--- src/rtl/tick_pkg.sv ---
// Shared types and default timing constants for the game tick scheduler.
package tick_pkg;

    localparam int unsigned LEVEL_W = 3;

    localparam int unsigned SHIP_PERIOD_DEF       = 200_000;
    localparam int unsigned PROJ_PERIOD_DEF       = 1_000_000;
    localparam int unsigned ALIEN_BASE_PERIOD_DEF = 6_000_000;
    localparam int unsigned ALIEN_STEP_DEF        = 500_000;
    localparam int unsigned COOLDOWN_PERIOD_DEF   = 200_000_000;

    typedef enum logic [1:0] {
        ST_IDLE  = 2'b00,
        ST_RUN   = 2'b01,
        ST_PAUSE = 2'b10
    } state_e;

    // Alien period for a given level; product kept at full 32-bit width
    function automatic int unsigned alien_period(input int unsigned base,
                                                 input int unsigned step,
                                                 input logic [LEVEL_W-1:0] lvl);
        return base - (32'(lvl) * step);
    endfunction

    function automatic int unsigned max3(input int unsigned a,
                                         input int unsigned b,
                                         input int unsigned c);
        int unsigned m;
        m = (a > b) ? a : b;
        return (m > c) ? m : c;
    endfunction

endpackage

--- src/rtl/tick_scheduler_if.sv ---
// Control/status bundle between the top level and the tick scheduler.
interface tick_scheduler_if;
    import tick_pkg::*;

    logic               start;
    logic               pause;
    logic [LEVEL_W-1:0] level;
    logic               fire_req;
    logic               fire_grant;
    logic               cooldown_busy;
    logic               tick_ship;
    logic               tick_proj;
    logic               tick_alien;
    logic               pix_en;
    state_e             state;

    modport master (
        output start, pause, level, fire_req,
        input  fire_grant, cooldown_busy, tick_ship, tick_proj, tick_alien, pix_en, state
    );

    modport slave (
        input  start, pause, level, fire_req,
        output fire_grant, cooldown_busy, tick_ship, tick_proj, tick_alien, pix_en, state
    );

endinterface

--- src/rtl/tick_counter.sv ---
// Period counter with a registered one-cycle wrap strobe; the period is
// re-latched while cleared and at every wrap, so changes apply to the next period.
module tick_counter #(
    parameter int unsigned W          = 8,
    parameter int unsigned RST_PERIOD = 2
) (
    input  logic         clk_i,
    input  logic         rst_i,
    input  logic         en_i,
    input  logic         clr_i,
    input  logic [W:0]   period_i,
    output logic         tick_o
);

    localparam int unsigned PW = W + 1;

    logic [W-1:0] cnt_q, cnt_d;
    logic [W-1:0] last_q, last_d;
    logic         tick_q, tick_d;

    always_comb begin
        cnt_d  = cnt_q;
        last_d = last_q;
        tick_d = 1'b0;
        if (clr_i) begin
            cnt_d  = '0;
            last_d = W'(period_i - PW'(1));
        end else if (en_i) begin
            if (cnt_q == last_q) begin
                cnt_d  = '0;
                tick_d = 1'b1;
                last_d = W'(period_i - PW'(1));
            end else begin
                cnt_d = cnt_q + W'(1);
            end
        end
    end

    always_ff @(posedge clk_i or posedge rst_i) begin
        if (rst_i) begin
            cnt_q  <= '0;
            last_q <= W'(RST_PERIOD - 1);
            tick_q <= 1'b0;
        end else begin
            cnt_q  <= cnt_d;
            last_q <= last_d;
            tick_q <= tick_d;
        end
    end

    assign tick_o = tick_q;

endmodule

--- src/rtl/tick_scheduler.sv ---
// Game timing: run/pause FSM gating ship/projectile/alien tick strobes,
// fire-request arbitration with cooldown, and a free-running pixel enable.
module tick_scheduler
    import tick_pkg::*;
#(
    parameter int unsigned SHIP_PERIOD       = SHIP_PERIOD_DEF,
    parameter int unsigned PROJ_PERIOD       = PROJ_PERIOD_DEF,
    parameter int unsigned ALIEN_BASE_PERIOD = ALIEN_BASE_PERIOD_DEF,
    parameter int unsigned ALIEN_STEP        = ALIEN_STEP_DEF,
    parameter int unsigned COOLDOWN_PERIOD   = COOLDOWN_PERIOD_DEF
) (
    input  logic           master_clk,
    input  logic           RESET_debounced,
    tick_scheduler_if.slave bus
);

    localparam int unsigned MAX_P = max3(SHIP_PERIOD, PROJ_PERIOD, ALIEN_BASE_PERIOD);
    localparam int unsigned CNT_W = $clog2(MAX_P);
    localparam int unsigned PER_W = CNT_W + 1;
    localparam int unsigned CD_W  = $clog2(COOLDOWN_PERIOD);

    localparam logic [CD_W-1:0]  CD_LAST    = CD_W'(COOLDOWN_PERIOD - 1);
    localparam logic [PER_W-1:0] SHIP_PER   = PER_W'(SHIP_PERIOD);
    localparam logic [PER_W-1:0] PROJ_PER   = PER_W'(PROJ_PERIOD);

    state_e            state_q, state_d;
    logic              fire_grant_q, fire_grant_d;
    logic              busy_q, busy_d;
    logic [CD_W-1:0]   cd_q, cd_d;
    logic [1:0]        pix_cnt_q, pix_cnt_d;
    logic              pix_en_q, pix_en_d;

    logic              run;
    logic              idle;
    logic [PER_W-1:0]  alien_per;
    logic              tick_ship, tick_proj, tick_alien;

    assign run       = (state_q == ST_RUN);
    assign idle      = (state_q == ST_IDLE);
    assign alien_per = PER_W'(alien_period(ALIEN_BASE_PERIOD, ALIEN_STEP, bus.level));

    // Next state, fire arbitration and pixel divider
    always_comb begin
        state_d      = state_q;
        fire_grant_d = 1'b0;
        busy_d       = busy_q;
        cd_d         = cd_q;
        pix_cnt_d    = pix_cnt_q + 2'd1;
        pix_en_d     = (pix_cnt_q == 2'd3);

        case (state_q)
            ST_IDLE: begin
                busy_d = 1'b0;
                cd_d   = '0;
                if (bus.start) begin
                    state_d = ST_RUN;
                end
            end
            ST_RUN: begin
                if (bus.pause) begin
                    state_d = ST_PAUSE;
                end
                // Requests arriving while busy are dropped, never queued
                if (busy_q) begin
                    if (cd_q == CD_LAST) begin
                        busy_d = 1'b0;
                        cd_d   = '0;
                    end else begin
                        cd_d = cd_q + CD_W'(1);
                    end
                end else if (bus.fire_req) begin
                    fire_grant_d = 1'b1;
                    busy_d       = 1'b1;
                    cd_d         = '0;
                end
            end
            ST_PAUSE: begin
                if (!bus.pause) begin
                    state_d = ST_RUN;
                end
            end
            default: begin
                state_d = ST_IDLE;
            end
        endcase
    end

    always_ff @(posedge master_clk or posedge RESET_debounced) begin
        if (RESET_debounced) begin
            state_q      <= ST_IDLE;
            fire_grant_q <= 1'b0;
            busy_q       <= 1'b0;
            cd_q         <= '0;
            pix_cnt_q    <= '0;
            pix_en_q     <= 1'b0;
        end else begin
            state_q      <= state_d;
            fire_grant_q <= fire_grant_d;
            busy_q       <= busy_d;
            cd_q         <= cd_d;
            pix_cnt_q    <= pix_cnt_d;
            pix_en_q     <= pix_en_d;
        end
    end

    tick_counter #(.W(CNT_W), .RST_PERIOD(SHIP_PERIOD)) u_ship (
        .clk_i    (master_clk),
        .rst_i    (RESET_debounced),
        .en_i     (run),
        .clr_i    (idle),
        .period_i (SHIP_PER),
        .tick_o   (tick_ship)
    );

    tick_counter #(.W(CNT_W), .RST_PERIOD(PROJ_PERIOD)) u_proj (
        .clk_i    (master_clk),
        .rst_i    (RESET_debounced),
        .en_i     (run),
        .clr_i    (idle),
        .period_i (PROJ_PER),
        .tick_o   (tick_proj)
    );

    // Alien period latched on IDLE->RUN and at every wrap from the live level
    tick_counter #(.W(CNT_W), .RST_PERIOD(ALIEN_BASE_PERIOD)) u_alien (
        .clk_i    (master_clk),
        .rst_i    (RESET_debounced),
        .en_i     (run),
        .clr_i    (idle),
        .period_i (alien_per),
        .tick_o   (tick_alien)
    );

    assign bus.state         = state_q;
    assign bus.fire_grant    = fire_grant_q;
    assign bus.cooldown_busy = busy_q;
    assign bus.pix_en        = pix_en_q;
    assign bus.tick_ship     = tick_ship;
    assign bus.tick_proj     = tick_proj;
    assign bus.tick_alien    = tick_alien;

endmodule

--- src/flat_wrapper.sv ---
// flat-port wrapper written by rule: the top's interface ports become plain ports
module tick_scheduler_flat import tick_pkg::*;
#(
    parameter int unsigned SHIP_PERIOD       = SHIP_PERIOD_DEF,
    parameter int unsigned PROJ_PERIOD       = PROJ_PERIOD_DEF,
    parameter int unsigned ALIEN_BASE_PERIOD = ALIEN_BASE_PERIOD_DEF,
    parameter int unsigned ALIEN_STEP        = ALIEN_STEP_DEF,
    parameter int unsigned COOLDOWN_PERIOD   = COOLDOWN_PERIOD_DEF
)
  (master_clk, RESET_debounced, bus_start, bus_pause, bus_level, bus_fire_req, bus_fire_grant, bus_cooldown_busy, bus_tick_ship, bus_tick_proj, bus_tick_alien, bus_pix_en, bus_state);
  tick_scheduler_if bus_i ();
  input  logic master_clk;
  input  logic RESET_debounced;
  input wire logic [$bits(bus_i.start)-1:0] bus_start;
  input wire logic [$bits(bus_i.pause)-1:0] bus_pause;
  input wire logic [$bits(bus_i.level)-1:0] bus_level;
  input wire logic [$bits(bus_i.fire_req)-1:0] bus_fire_req;
  output wire logic [$bits(bus_i.fire_grant)-1:0] bus_fire_grant;
  output wire logic [$bits(bus_i.cooldown_busy)-1:0] bus_cooldown_busy;
  output wire logic [$bits(bus_i.tick_ship)-1:0] bus_tick_ship;
  output wire logic [$bits(bus_i.tick_proj)-1:0] bus_tick_proj;
  output wire logic [$bits(bus_i.tick_alien)-1:0] bus_tick_alien;
  output wire logic [$bits(bus_i.pix_en)-1:0] bus_pix_en;
  output wire logic [$bits(bus_i.state)-1:0] bus_state;
  assign bus_i.start = bus_start;
  assign bus_i.pause = bus_pause;
  assign bus_i.level = bus_level;
  assign bus_i.fire_req = bus_fire_req;
  assign bus_fire_grant = bus_i.fire_grant;
  assign bus_cooldown_busy = bus_i.cooldown_busy;
  assign bus_tick_ship = bus_i.tick_ship;
  assign bus_tick_proj = bus_i.tick_proj;
  assign bus_tick_alien = bus_i.tick_alien;
  assign bus_pix_en = bus_i.pix_en;
  assign bus_state = bus_i.state;
  tick_scheduler #(.SHIP_PERIOD(SHIP_PERIOD), .PROJ_PERIOD(PROJ_PERIOD), .ALIEN_BASE_PERIOD(ALIEN_BASE_PERIOD), .ALIEN_STEP(ALIEN_STEP), .COOLDOWN_PERIOD(COOLDOWN_PERIOD)) u_core (.master_clk(master_clk), .RESET_debounced(RESET_debounced), .bus(bus_i));
endmodule
--- config.mk ---
export PLATFORM = sky130hd
export DESIGN_NAME = tick_scheduler_flat
export DESIGN_NICKNAME = d
export VERILOG_FILES = /design/src/rtl/tick_pkg.sv /design/src/rtl/tick_scheduler_if.sv /design/src/rtl/tick_counter.sv /design/src/rtl/tick_scheduler.sv /design/src/flat_wrapper.sv
export SDC_FILE = /design/constraint.sdc
export NUM_CORES = 1
export LEC_CHECK = 0
export BUFFER_PORTS_ARGS = -buffer_cell sky130_fd_sc_hd__clkbuf_2
export CORE_MARGIN = 1.5
export CORE_UTILIZATION = 55
export DETAILED_ROUTE_END_ITERATION = 16
export PLACE_DENSITY = 0.72
export SYNTH_ARGS = -nofsm -noshare
export SYNTH_HDL_FRONTEND = slang
export SYNTH_SLANG_ARGS = --single-unit
--- constraint.sdc ---
create_clock -name master_clk -period 6.8 [get_ports master_clk]
set_input_delay 0 -clock master_clk [delete_from_list [all_inputs] [get_ports master_clk]]
set_output_delay 0 -clock master_clk [all_outputs]
set_load 0.02 [all_outputs]
* After elaboration in Yosys (flattened, before gate mapping)
Index checks and enable logic that the tools add are counted.
Storage, ports and cells: register bits 176, bits of input ports 8, output and inout port bits 8, logic and storage cells 85
Cells by class: $add $sub $neg 7, $mul 1, equal/unequal tests 11, mux-type cells 41, reduce and logical (&&, ||, !) cells 10
Operator list (number):
- 23-bit 2-to-1 mux | 18
- 28-bit 2-to-1 mux | 3
- 23-bit by 1-bit adder with 23-bit output, second input constant | 3
- 23-bit equality test | 3
- 28-bit one-hot mux with 2 select lines | 1
- 28-bit by 1-bit adder with 28-bit output, second input constant | 1
- 28-bit equality test, second input constant | 1
- 23-bit by 1-bit subtractor with 23-bit output, second input constant | 1
- 23-bit by 22-bit subtractor with 23-bit output, first input constant | 1
- 3-bit by 14-bit multiplier with 17-bit output, second input constant | 1
- 1-bit 2-to-1 mux | 14
- 2-bit AND reduction | 4
- 2-bit nonzero test | 4
- 2-bit 2-to-1 mux | 3
- 2-bit != test, second input constant | 3
- 2-bit one-hot mux with 3 select lines | 1
- 2-bit equality test, second input constant | 2
- 3-bit by 2-bit != test with 1-bit output, second input constant | 1
- 3-bit AND reduction | 1
- 2-bit by 1-bit adder with 2-bit output, second input constant | 1
- 2-bit by 1-bit equality test with 1-bit output, second input constant | 1
- 2-bit logical NOT | 1
- 1-bit one-hot mux with 2 select lines | 1

* Depth between registers and ports, before layout
Gate-level depths: netlist of the first run.
depth in word-level cells 6, mapped depth 10, mapped depth without buffers 10

* Modules after synthesis
A second synthesis of the first run with hierarchy kept.
Second synthesis, totals: cell total of the unflattened synthesis 1064, area, all modules 10566.4 um^2
By module, submodules not included:
- tick_counter at u_core.u_alien | instances 1, cells each 266, area each 2787.7 um^2, seq. area each 1196.1 um^2
- tick_counter at u_core.u_proj | instances 1, cells each 255, area each 2668.8 um^2, seq. area each 1191.1 um^2
- tick_counter at u_core.u_ship | instances 1, cells each 255, area each 2667.6 um^2, seq. area each 1189.9 um^2
- tick_scheduler | instances 1, cells each 288, area each 2442.3 um^2, seq. area each 875.8 um^2

* Worst setup path before layout of the first run
OpenSTA, ideal clock, no wires.
kind flip-flop to flip-flop, start register u_core.u_proj.cnt_q[20], end register u_core.u_proj.cnt_q[6], setup time 0.121 ns, data arrival time 2.096 ns, data required time 6.679 ns, setup slack 4.583 ns, stages on the path, launching flop included 8, path buffers 1, clock period less this slack 2.217 ns, cells stage by stage dfrtp_1 > or4b_1 > or3_4 > or3_1 > buf_6 > or3b_1 > o21ai_1 > a22o_1
On the way: longest elaborated chain between the ends 4
RTL lines:
- start: declaration | line tick_counter.sv:17 | logic [W-1:0] cnt_q, cnt_d;
- start signal: assignment | line tick_counter.sv:45 | cnt_q <= cnt_d;
- 23-bit equality test | line tick_counter.sv:29 | if (cnt_q == last_q) begin
- 23-bit 2-to-1 mux | line tick_counter.sv:29
- 23-bit 2-to-1 mux | line tick_counter.sv:28 | end else if (en_i) begin
- 23-bit 2-to-1 mux | line tick_counter.sv:25 | if (clr_i) begin
No other way between the ends. The select of a mux whose other input is x is not followed. A chain may end at the register's enable or synchronous reset.

* Final worst setup path of the first run
start register u_core.state_q[1] (netlist: u_core.bus.state[1]), end register u_core.cd_q[18]
On the way: longest elaborated chain between the ends 3, elaborated cells between the ends (all ways) 6, classes of those cells eq/ne: 2; mux: 1; reduce/logical: 3
RTL lines:
- start: declaration | line tick_scheduler.sv:26 | state_e state_q, state_d;
- start signal: assignment | line tick_scheduler.sv:97 | state_q <= state_d;
- 2-bit by 1-bit equality test with 1-bit output / 2-bit logical NOT (equally long branches) | line tick_scheduler.sv:51 | case (state_q)
- 3-bit by 2-bit != test with 1-bit output (no source line) / 2-bit nonzero test (equally long branches)
- 2-bit AND reduction (no source line)
- end signal: assignment | line tick_scheduler.sv:93 | cd_q <= '0;
- end signal: assignment | line tick_scheduler.sv:100 | cd_q <= cd_d;
- end: declaration | line tick_scheduler.sv:29 | logic [CD_W-1:0] cd_q, cd_d;
Parallel ways exist; a longest one is shown, timed or not.

==> flow_metrics.py, run 1 <==
metrics = {
    "status": {
        "outcome": "finished clean",
    },
    "cts": {
        "cts_resized": 0,
        "clk_path_buf_depth": 2,
        "clkSinkCount": 124,
        "clock_latency_ps": 430,
        "cts-root-buf": "clkbuf_16",
        "path_clk_slew_ps": 60,
        "tritoncts": "yes",
        "numCtsBuffers": 17,
        "cts_max_level": 4,
    },
    "pwr": {
        "vdd_drop_max_v": 0.000200,
        "power_switching_mw": 0.782,
        "seqPwrFrac_pct": 39.6,
        "switching_share_pct": 32.0,
        "p_int_mw": 1.66,
        "powerDensity_nw_per_um2": 325,
        "combPwrFrac_pct": 22.7,
        "total_power_mw": 2.44,
        "p_leak_nw": 3.19,
        "clock_power_share_pct": 37.7,
    },
    "min_path": {
        "hold_depth": 3,
        "hp-class": "primary input to flip-flop",
        "hold_start": "bus_level[1]",
    },
    "synthesis": {
        "synth_area_per_cell_um2": 9.45,
        "syn-cell-area_um2": 6680,
        "synthSimpleGateAreaFrac_pct": 22.2,
        "synthArstFlopShare_pct": 100,
        "synth_seq_cells": 124,
        "synthesis.nets": 733,
        "synth_fa_ha_area_share_pct": 3.60,
        "synth_compound_area_share_pct": 11.4,
        "synth_ff_type": "dfrtp_1",
        "synth_edf_count": 0,
        "synthCells": 707,
        "synth_top_family_by_area": "simple AND/OR/NAND/NOR gates",
        "yosysUniqueCellTypes": 53,
        "synthMuxAreaShare_pct": 2.85,
        "synth_xor_area_share_pct": 10.5,
        "yosys_warnings": 0,
        "yosysSeqAreaShare_pct": 46.7,
    },
    "global_routing": {
        "grtUsageTotal_pct": 23.4,
        "grt.busiest_layer": "met2",
        "grt_max_degree": 71,
        "grt_use_met2_pct": 37.7,
        "grt_pass1_vias": 5070,
        "antenna_found_initial": 0,
        "met1_usage_pct": 31.3,
        "grt_use_met3_pct": 6.11,
        "grt_first_pass_wirelength_um": 24000,
        "grt_overflow_total": 0,
    },
    "layout": {
        "layoutNonFillerInstCount": 885,
        "areaGrowthSynthToFinish_pct": 12.6,
        "drive_gt1_share_pct": 11.7,
        "final_cell_area_um2": 7520,
        "antennaDiodeCount": 0,
        "nNetsFinal": 751,
    },
    "sta": {
        "max_freq_mhz": 339,
        "slew_headroom_pct": 13.3,
        "holdWs_ps": 100,
        "fin_skew_ps": 10.2,
        "slew_violations": 0,
        "worst_pin_slew_ps": 1290,
        "setup_viol": 0,
        "hold_violations": 0,
        "finalCritPeriodShare_pct": 43.4,
        "setup_tns_ps": 0,
        "period_needed_ps": 2950,
        "rsz0062_at_grt": "false",
    },
    "drt": {
        "drt_wl_total_um": 13700,
        "drt-pass1-iter-count": 5,
        "drc": 0,
        "wire_per_inst_um": 15.5,
        "drt_iter0_markers": 371,
        "ant_nets": 0,
        "vias": 5248,
        "via_per_inst": 5.93,
    },
    "floorplan": {
        "dieWidth_um": 113,
        "start_util_pct": 56.1,
        "dieHeight_um": 113,
        "rows": 40,
        "ioPinCount": 16,
        "coreArea_um2": 11900,
        "die-area_um2": 12800,
    },
    "run": {
        "max_cap_viol_count": 0,
    },
    "placement": {
        "dpl.cell_count": 847,
        "gp_congestion": 0.821,
        "io_buffers": 15,
        "post_dp_cell_area_um2": 6850,
        "dp_hpwl_um": 9180,
    },
    "setup_path": {
        "end_kind": "flip-flop",
        "start_kind": "flip-flop",
        "crit_arrival_ps": 3200,
        "setup.worst_path.class": "flip-flop to flip-flop",
        "crit_fanout": 65,
        "startpoint": "u_core.bus.state[1]",
        "required_ps": 7050,
        "rr_startpoint": "u_core.bus.state[1]",
        "reg2reg_depth": 4,
    },
}
synth_stat cells, types with 14 or more instances:
library cell / instances / area, um2
nand4_1: 24 / 150
xor2_1: 48 / 420
o31ai_1: 14 / 105
clkbuf_1: 16 / 60.1
nor2_1: 88 / 330
ha_1: 16 / 200
o21ai_0: 57 / 285
dfrtp_1: 113 / 2830
nand3_1: 49 / 245
and3_1: 17 / 106
inv_1: 16 / 60.1
xnor2_1: 32 / 280
nand2_1: 60 / 225
mux2_2: 16 / 180
per-layer routing:
metal | wire (um) | up-vias
met5 | 0 | -
met3 | 422 | 15
met1 | 6500 | 2636
met4 | 189 | 0
li1 | - | 2532
met2 | 6620 | 65
kinds of logic after synthesis:
group,count (synthesis)
AND/OR/NAND/NOR,301
buffers and inverters,42
flip-flops,124
multiplexers,17
XOR/XNOR,80
adder cells (fa/ha/maj),18
AO/OA/AOI/OAI,125
per-stage QoR:
stage / utilization [%] / setup slack, ps
after floorplan: - / 3520
after global placement: 57.5 / 3950
after detailed placement: 57.5 / 3850
after CTS: 63.1 / 3810
after global routing: 63.1 / 3590
final: 63.1 / 3850
cells in the final DEF, fill, tap and decap left out, types with 17 or more instances in the layout:
cell type	count
nor2_1	88
o21ai_0	57
xnor2_1	32
dfrtp_1	112
xor2_1	48
clkbuf_16	17
nand3_1	49
nand2_1	60
nand4_1	24
and3_1	17
flip-flops by register name, summed over array words and instances, names as in the netlist, 2 cells and up:
name and cells:
u_core.u_alien.last_q 17, u_core.u_proj.cnt_q 23, u_core.bus.state 2, u_core.u_ship.cnt_q 23
u_core.cd_q 28, u_core.pix_cnt_q 2, u_core.u_alien.cnt_q 23
final timing paths:
kind,end,slack (ps)
setup / recovery,u_core.cd_q[18],3850
hold / removal,u_core.u_alien.last_q[9],100
setup reg to reg,u_core.cd_q[18],3850
hold reg to reg,u_core.pix_cnt_q[0],420
max in group asynchronous,u_core.bus.state[1],5210
min in group asynchronous,u_core.u_ship.cnt_q[15],220
worst max-delay path: stages (launching register included):
cell	delay, ps
dfrtp_2	1050
nand2b_1	390
nor2_1	170
nor2_1	1010
nor2_1	150
area by class of cell:
type                    instances  area, um2
well taps                     147        184
inverters                      16       62.6
repair buffers                 25        165
clock inverters                14        170
clock buffers                  18        439
fillers                      1004       4390
multi-input cells             541       3380
flip-flops and latches        124       3120
what timing repair did:
action                                 CTS  global route
hold buffers                             6             0
endpoints found under the hold margin   48             0
setup buffers                            0             0
power by group through the flow:
| stage | sequential [mW] | combinational [mW] | clock (mW) |
|---|---|---|---|
| floorplan | 0.924 | 0.476 | 0 |
| global placement | 0.973 | 0.527 | 0 |
| detailed placement | 0.981 | 0.548 | 0 |
| CTS | 0.968 | 0.560 | 0.938 |
| global route | 0.983 | 0.618 | 0.967 |
| finish | 0.967 | 0.555 | 0.922 |
No activity file was read; power rests on OpenSTA's default activity.
==> run 2, diff against run 1 <==
--- a/config.mk
+++ b/config.mk
@@ -9,7 +9,7 @@
 export CORE_MARGIN = 1.5
 export CORE_UTILIZATION = 55
 export DETAILED_ROUTE_END_ITERATION = 16
-export PLACE_DENSITY = 0.72
+export PLACE_DENSITY = 0.75
 export SYNTH_ARGS = -nofsm -noshare
 export SYNTH_HDL_FRONTEND = slang
 export SYNTH_SLANG_ARGS = --single-unit
==> constraint.sdc (replaced) <==
create_clock -name master_clk -period 2.5 [get_ports master_clk]
set_input_delay 0 -clock master_clk [delete_from_list [all_inputs] [get_ports master_clk]]
set_output_delay 0 -clock master_clk [all_outputs]
set_load 0.02 [all_outputs]
==> flow_metrics.py, run 2 (same netlist as run 1, synthesis figures left out) <==
metrics = {
    "placement": {
        "io_buffers": 15,
        "gp_congestion": 0.836,
        "dp_hpwl_um": 9300,
    },
    "cts": {
        "tritoncts": "yes",
        "clock_latency_ps": 420,
        "clk_path_buf_depth": 2,
        "cts-root-buf": "clkbuf_16",
        "cts_max_level": 4,
        "numCtsBuffers": 17,
        "clkSinkCount": 124,
        "path_clk_slew_ps": 60,
    },
    "setup_path": {
        "setup.worst_path.class": "flip-flop to flip-flop",
        "reg2reg_depth": 6,
        "crit_fanout": 7,
        "start_kind": "flip-flop",
        "required_ps": 2810,
        "end_kind": "flip-flop",
        "rr_startpoint": "u_core.u_proj.cnt_q[20]",
        "crit_arrival_ps": 2740,
        "r2r_slack_ps": 70,
        "rr_endpoint": "u_core.u_proj.cnt_q[6]",
    },
    "floorplan": {
        "start_util_pct": 56.1,
        "dieWidth_um": 113,
        "rows": 40,
        "ioPinCount": 16,
        "coreArea_um2": 11900,
        "die-area_um2": 12800,
        "dieHeight_um": 113,
    },
    "sta": {
        "slew_violations": 0,
        "period_needed_ps": 2430,
        "worst_pin_slew_ps": 696,
        "hold_violations": 0,
        "setup_tns_ps": 0,
        "finalCritPeriodShare_pct": 97.3,
        "max_freq_mhz": 411,
        "slew_headroom_pct": 53.6,
        "setup_viol": 0,
        "rsz0062_at_grt": "false",
        "fin_skew_ps": 7.71,
    },
    "layout": {
        "areaGrowthSynthToFinish_pct": 15.3,
        "regMostFlops": "u_core.cd_q",
        "utilization_pct": 64.6,
        "final_common_cell": "dfrtp_1",
        "nNetsFinal": 772,
        "multi_input_area_um2": 3390,
        "layout_common_cells": "dfrtp_1 (112), nor2_1 (88), nand2_1 (60), o21ai_0 (57), nand3_1 (49)",
        "largest_reg_flops": 28,
        "antennaDiodeCount": 0,
        "regArea_um2": 3120,
        "drive_gt1_share_pct": 13.6,
        "fill_cells": 958,
    },
    "drt": {
        "drt_wl_total_um": 13800,
        "ant_nets": 0,
        "drt_iter0_markers": 381,
        "drc": 0,
        "vias": 5333,
        "drt-pass1-iter-count": 5,
        "via_per_inst": 5.89,
        "wire_per_inst_um": 15.2,
    },
    "global_routing": {
        "grtUsageTotal_pct": 23.6,
        "grt_first_pass_wirelength_um": 24200,
        "grt_pass1_vias": 5191,
        "grt_overflow_total": 0,
        "grt_max_degree": 125,
        "antenna_found_initial": 0,
    },
    "min_path": {
        "hold_start": "bus_level[2]",
        "holdPathEnd": "u_core.u_alien.last_q[7]",
        "hold_depth": 3,
        "hp-class": "primary input to flip-flop",
    },
    "run": {
        "max_cap_viol_count": 0,
    },
    "pwr": {
        "powerDensity_nw_per_um2": 891,
        "vdd_drop_max_v": 0.000551,
        "p_leak_nw": 3.30,
    },
    "status": {
        "outcome": "finished clean",
    },
}
run 2: cell type report:
type	count	area share, %
multi-input cells	541	44.0
flip-flops and latches	124	40.5
clock buffers	25	6.31
repair buffers	46	4.49
well taps	147	2.39
clock inverters	7	1.46
inverters	16	0.829
run 2: critical path, stage by stage, from the launching register on:
cell     delay (ps)
dfrtp_1         440
or4b_1          550
or3_4           360
or3_1           490
or3b_1          230
o21ai_1          70
a22o_1          180
run 2: worst max path at each step:
stage                            start                         to  slack [ps]  cells past startpoint
2_1_floorplan  u_core.u_proj.cnt_q[20]     u_core.u_proj.cnt_q[6]         280                      7
3_3_place_gp              bus_level[1]  u_core.u_alien.last_q[21]         170                     11
3_5_place_dp              bus_level[1]  u_core.u_alien.last_q[21]          70                     11
4_1_cts        u_core.u_proj.cnt_q[20]     u_core.u_proj.cnt_q[6]          80                      6
5_1_grt        u_core.u_proj.cnt_q[20]     u_core.u_proj.cnt_q[6]           2                      6
6_report       u_core.u_proj.cnt_q[20]     u_core.u_proj.cnt_q[6]          70                      6
run 2: metrics by stage:
stage          total power [mW]  area, um2  instances  hold WS [ps]  setup slack [ps]
2_1_floorplan              3.81       6680        707           112               283
3_3_place_gp               4.31       7050        869           232               171
3_5_place_dp               4.39       7050        869           234              65.1
4_1_cts                    6.92       7700        906          6.57              82.2
5_1_grt                    7.23       7700        906          43.6              2.00
6_report                   6.86       7700        906          20.6              67.3
run 2: power breakdown:
group          switching (mW)  internal, mW
logic                    1.06         0.778
clock network           0.848          1.64
registers               0.214          2.31
run 2: layer usage:
| layer | global-route usage, % | part of all wire (%) | up-vias | wire length [um] |
|---|---|---|---|---|
| li1 | - | - | 2577 | - |
| met1 | 30.7 | 45 | 2621 | 6240 |
| met2 | 38.8 | 49 | 111 | 6800 |
| met3 | 5.57 | 4.0 | 24 | 549 |
| met4 | 8.83 | 1.5 | 0 | 206 |
| met5 | 0 | 0 | - | 0 |
run 2: what timing repair did:
action,CTS,global route
hold buffers,5,0
resized for setup,0,0
setup buffers,0,0
endpoints found under the hold margin,117,0
==> run 3, diff against run 2 <==
--- a/config.mk
+++ b/config.mk
@@ -9,7 +9,8 @@
 export CORE_MARGIN = 1.5
 export CORE_UTILIZATION = 55
 export DETAILED_ROUTE_END_ITERATION = 16
-export PLACE_DENSITY = 0.75
+export PLACE_DENSITY = 0.72
 export SYNTH_ARGS = -nofsm -noshare
 export SYNTH_HDL_FRONTEND = slang
+export SYNTH_HIERARCHICAL = 1
 export SYNTH_SLANG_ARGS = --single-unit
==> flow_metrics.py, run 3 <==
metrics = {
    "sta": {
        "slew_headroom_pct": 34.7,
        "finalCritPeriodShare_pct": 95.8,
        "worst_pin_slew_ps": 979,
        "hold_violations": 0,
        "setup_tns_ps": 0,
        "max_freq_mhz": 418,
        "rsz0062_at_grt": "false",
        "slew_violations": 0,
        "fin_skew_ps": 11.6,
        "period_needed_ps": 2390,
        "setup_viol": 0,
        "holdWs_ps": 172,
    },
    "synthesis": {
        "synthArstFlopShare_pct": 100,
        "yosysUniqueCellTypes": 67,
        "synth.most_common_cell": "xor2_1",
        "yosys_warnings": 6,
        "ys_top_cells_by_count": "xor2_1 (141), dfrtp_1 (137), nor2_1 (107), nand2_1 (74), xnor2_1 (61)",
        "synth.largest_area_cell": "dfrtp_1",
        "yosys.area.top_type_share_pct": 32.4,
        "yosysSeqAreaShare_pct": 42.1,
        "synth_ff_type": "dfrtp_1",
        "synth_seq_cells": 176,
        "synth_edf_count": 0,
        "syn-cell-area_um2": 10600,
        "synth_area_leaders": "dfrtp_1 (32%), xor2_1 (12%), dfstp_2 (9.7%)",
        "synth_area_per_cell_um2": 9.93,
        "synthCells": 1064,
    },
    "placement": {
        "dp_hpwl_um": 15600,
        "io_buffers": 15,
        "gp_congestion": 0.851,
        "dpl.cell_count": 1503,
        "post_dp_cell_area_um2": 12000,
    },
    "floorplan": {
        "ioPinCount": 16,
        "die-area_um2": 20100,
        "coreArea_um2": 18800,
        "dieWidth_um": 142,
        "start_util_pct": 56.3,
        "dieHeight_um": 142,
        "rows": 50,
    },
    "setup_path": {
        "crit_fanout": 3,
        "start_kind": "primary input",
        "required_ps": 2850,
        "worst_path_most_repeated_cell": "buf_6",
        "crit_arrival_ps": 2750,
        "setup.worst_path.class": "primary input to flip-flop",
        "crit_slowest_cell": "fa_2",
        "cp_slowest_stage_delay_ps": 610,
        "end_kind": "flip-flop",
        "path_cells": "buf_6 > inv_2 > fa_2 > buf_6 > xor2_4 > xnor2_2 > xnor2_1 > or4_4 > or3_4 > nor4_4 > xor2_1 > mux2_4",
    },
    "global_routing": {
        "grtUsageTotal_pct": 23.6,
        "grt_pass1_vias": 8047,
        "antenna_found_initial": 0,
        "grt_overflow_total": 0,
        "grt_first_pass_wirelength_um": 38600,
        "grt_max_degree": 48,
    },
    "drt": {
        "route.met3.wl_um": 521,
        "drt_wl_total_um": 22200,
        "wl_met1_um": 10100,
        "ant_nets": 0,
        "highest_layer": "met4",
        "wire_per_inst_um": 14.4,
        "met2WireLength_um": 11300,
        "drc": 0,
        "vias": 8082,
        "via_per_inst": 5.24,
        "drt_iter0_markers": 445,
        "drt-pass1-iter-count": 7,
    },
    "layout": {
        "layoutNonFillerInstCount": 1541,
        "layout_common_cells": "conb_1 (164), xor2_1 (139), dfrtp_1 (137), nor2_1 (105), nand2_1 (74)",
        "regMostFlops": "u_core/cd_q",
        "antennaDiodeCount": 0,
        "utilization_pct": 67.5,
        "final_cell_area_um2": 12700,
        "drive_gt1_share_pct": 19.5,
        "nNetsFinal": 1323,
        "final_common_cell": "conb_1",
        "areaGrowthSynthToFinish_pct": 19.8,
        "largest_reg_flops": 28,
    },
    "pwr": {
        "p_int_mw": 7.06,
        "vdd_drop_max_v": 0.000558,
        "switching_share_pct": 34.7,
        "clock_power_share_pct": 22.9,
        "powerDensity_nw_per_um2": 853,
        "power_switching_mw": 3.75,
        "p_leak_nw": 5.71,
        "seqPwrFrac_pct": 42.0,
        "combPwrFrac_pct": 35.1,
    },
    "cts": {
        "path_clk_slew_ps": 60,
        "tritoncts": "yes",
        "clkSinkCount": 176,
        "cts_max_level": 4,
        "numCtsBuffers": 17,
        "cts-root-buf": "clkbuf_16",
        "clk_path_buf_depth": 2,
        "clock_latency_ps": 440,
    },
    "status": {
        "outcome": "finished clean",
    },
    "min_path": {
        "hp-class": "primary input to flip-flop",
    },
    "run": {
        "max_cap_viol_count": 0,
    },
}
## run 3: path summary, 6_finish.rpt
check	cells after the start	startpoint	end	slack, ps
max	12	bus_level[1]	u_core/u_alien/last_q[22]	110
min	4	bus_level[0]	u_core/u_alien/last_q[13]	170
max reg2reg	6	u_core/u_alien/last_q[19]	u_core/u_alien/last_q[21]	130
min reg2reg	1	u_core/pix_cnt_q[0]	u_core/pix_cnt_q[0]	430
max in group asynchronous	3	RESET_debounced	u_core/u_ship/cnt_q[18]	1440
min in group asynchronous	4	RESET_debounced	u_core/pix_cnt_q[0]	330
## run 3: metrics by stage
step | power, mW | setup slack (ps)
2_1_floorplan | 7.22 | -180
3_3_place_gp | 8.14 | -370
3_5_place_dp | 8.25 | -436
4_1_cts | 10.8 | 21.3
5_1_grt | 11.5 | 1.55
6_report | 10.8 | 105
## run 3: cell families (layout without fill, tap and decap cells)
kind of cell	count (synthesis)	in the layout	synth area share [%]
other	2	164	0.0711
buffers and inverters	77	158	3.55
xor gates and xnor gates	202	202	16.7
DFF	176	176	42.1
muxes	74	74	8.11
and+or+nand+nor	403	403	19.6
AOI/OAI and AO/OA	109	109	7.12
adders and majority gates	21	21	2.63
## run 3: worst max-delay path: cells and delay by family
kind | cells | cell delay [ps]
buf+inv | 3 | 240
fa+ha+maj | 1 | 610
xor+xnor | 4 | 550
simple gates | 3 | 1090
mux | 1 | 270
## run 3: power by group through the flow
stage	Sequential (mW)	Combinational, mW	Clock, mW
floorplan	4.33	2.89	0
global placement	4.53	3.60	0
detailed placement	4.57	3.68	0
CTS	4.53	3.73	2.53
global route	4.65	4.16	2.66
finish	4.54	3.79	2.48
## run 3: routing by layer
| metal | GRT usage [%] | vias to the layer above |
|---|---|---|
| met5 | 0 | - |
| met4 | 6.46 | 0 |
| met3 | 3.54 | 25 |
| met2 | 40.8 | 94 |
| met1 | 31.1 | 3931 |
| li1 | - | 4032 |
## run 3: cell type report
class	instances	area [um2]
well taps	234	293
clock buffers	21	460
inverters	41	156
repair buffers	85	696
multi-input cells	973	6520
clock inverters	11	82.6
flip-flops and latches	176	4450
fillers	1478	6100
## run 3: timing repair
item	CTS	global route
buffers inserted	0	2
resized for setup	0	18
hold buffers	4	0
endpoints found under the setup margin	0	3
hold endpoints to repair	140	0
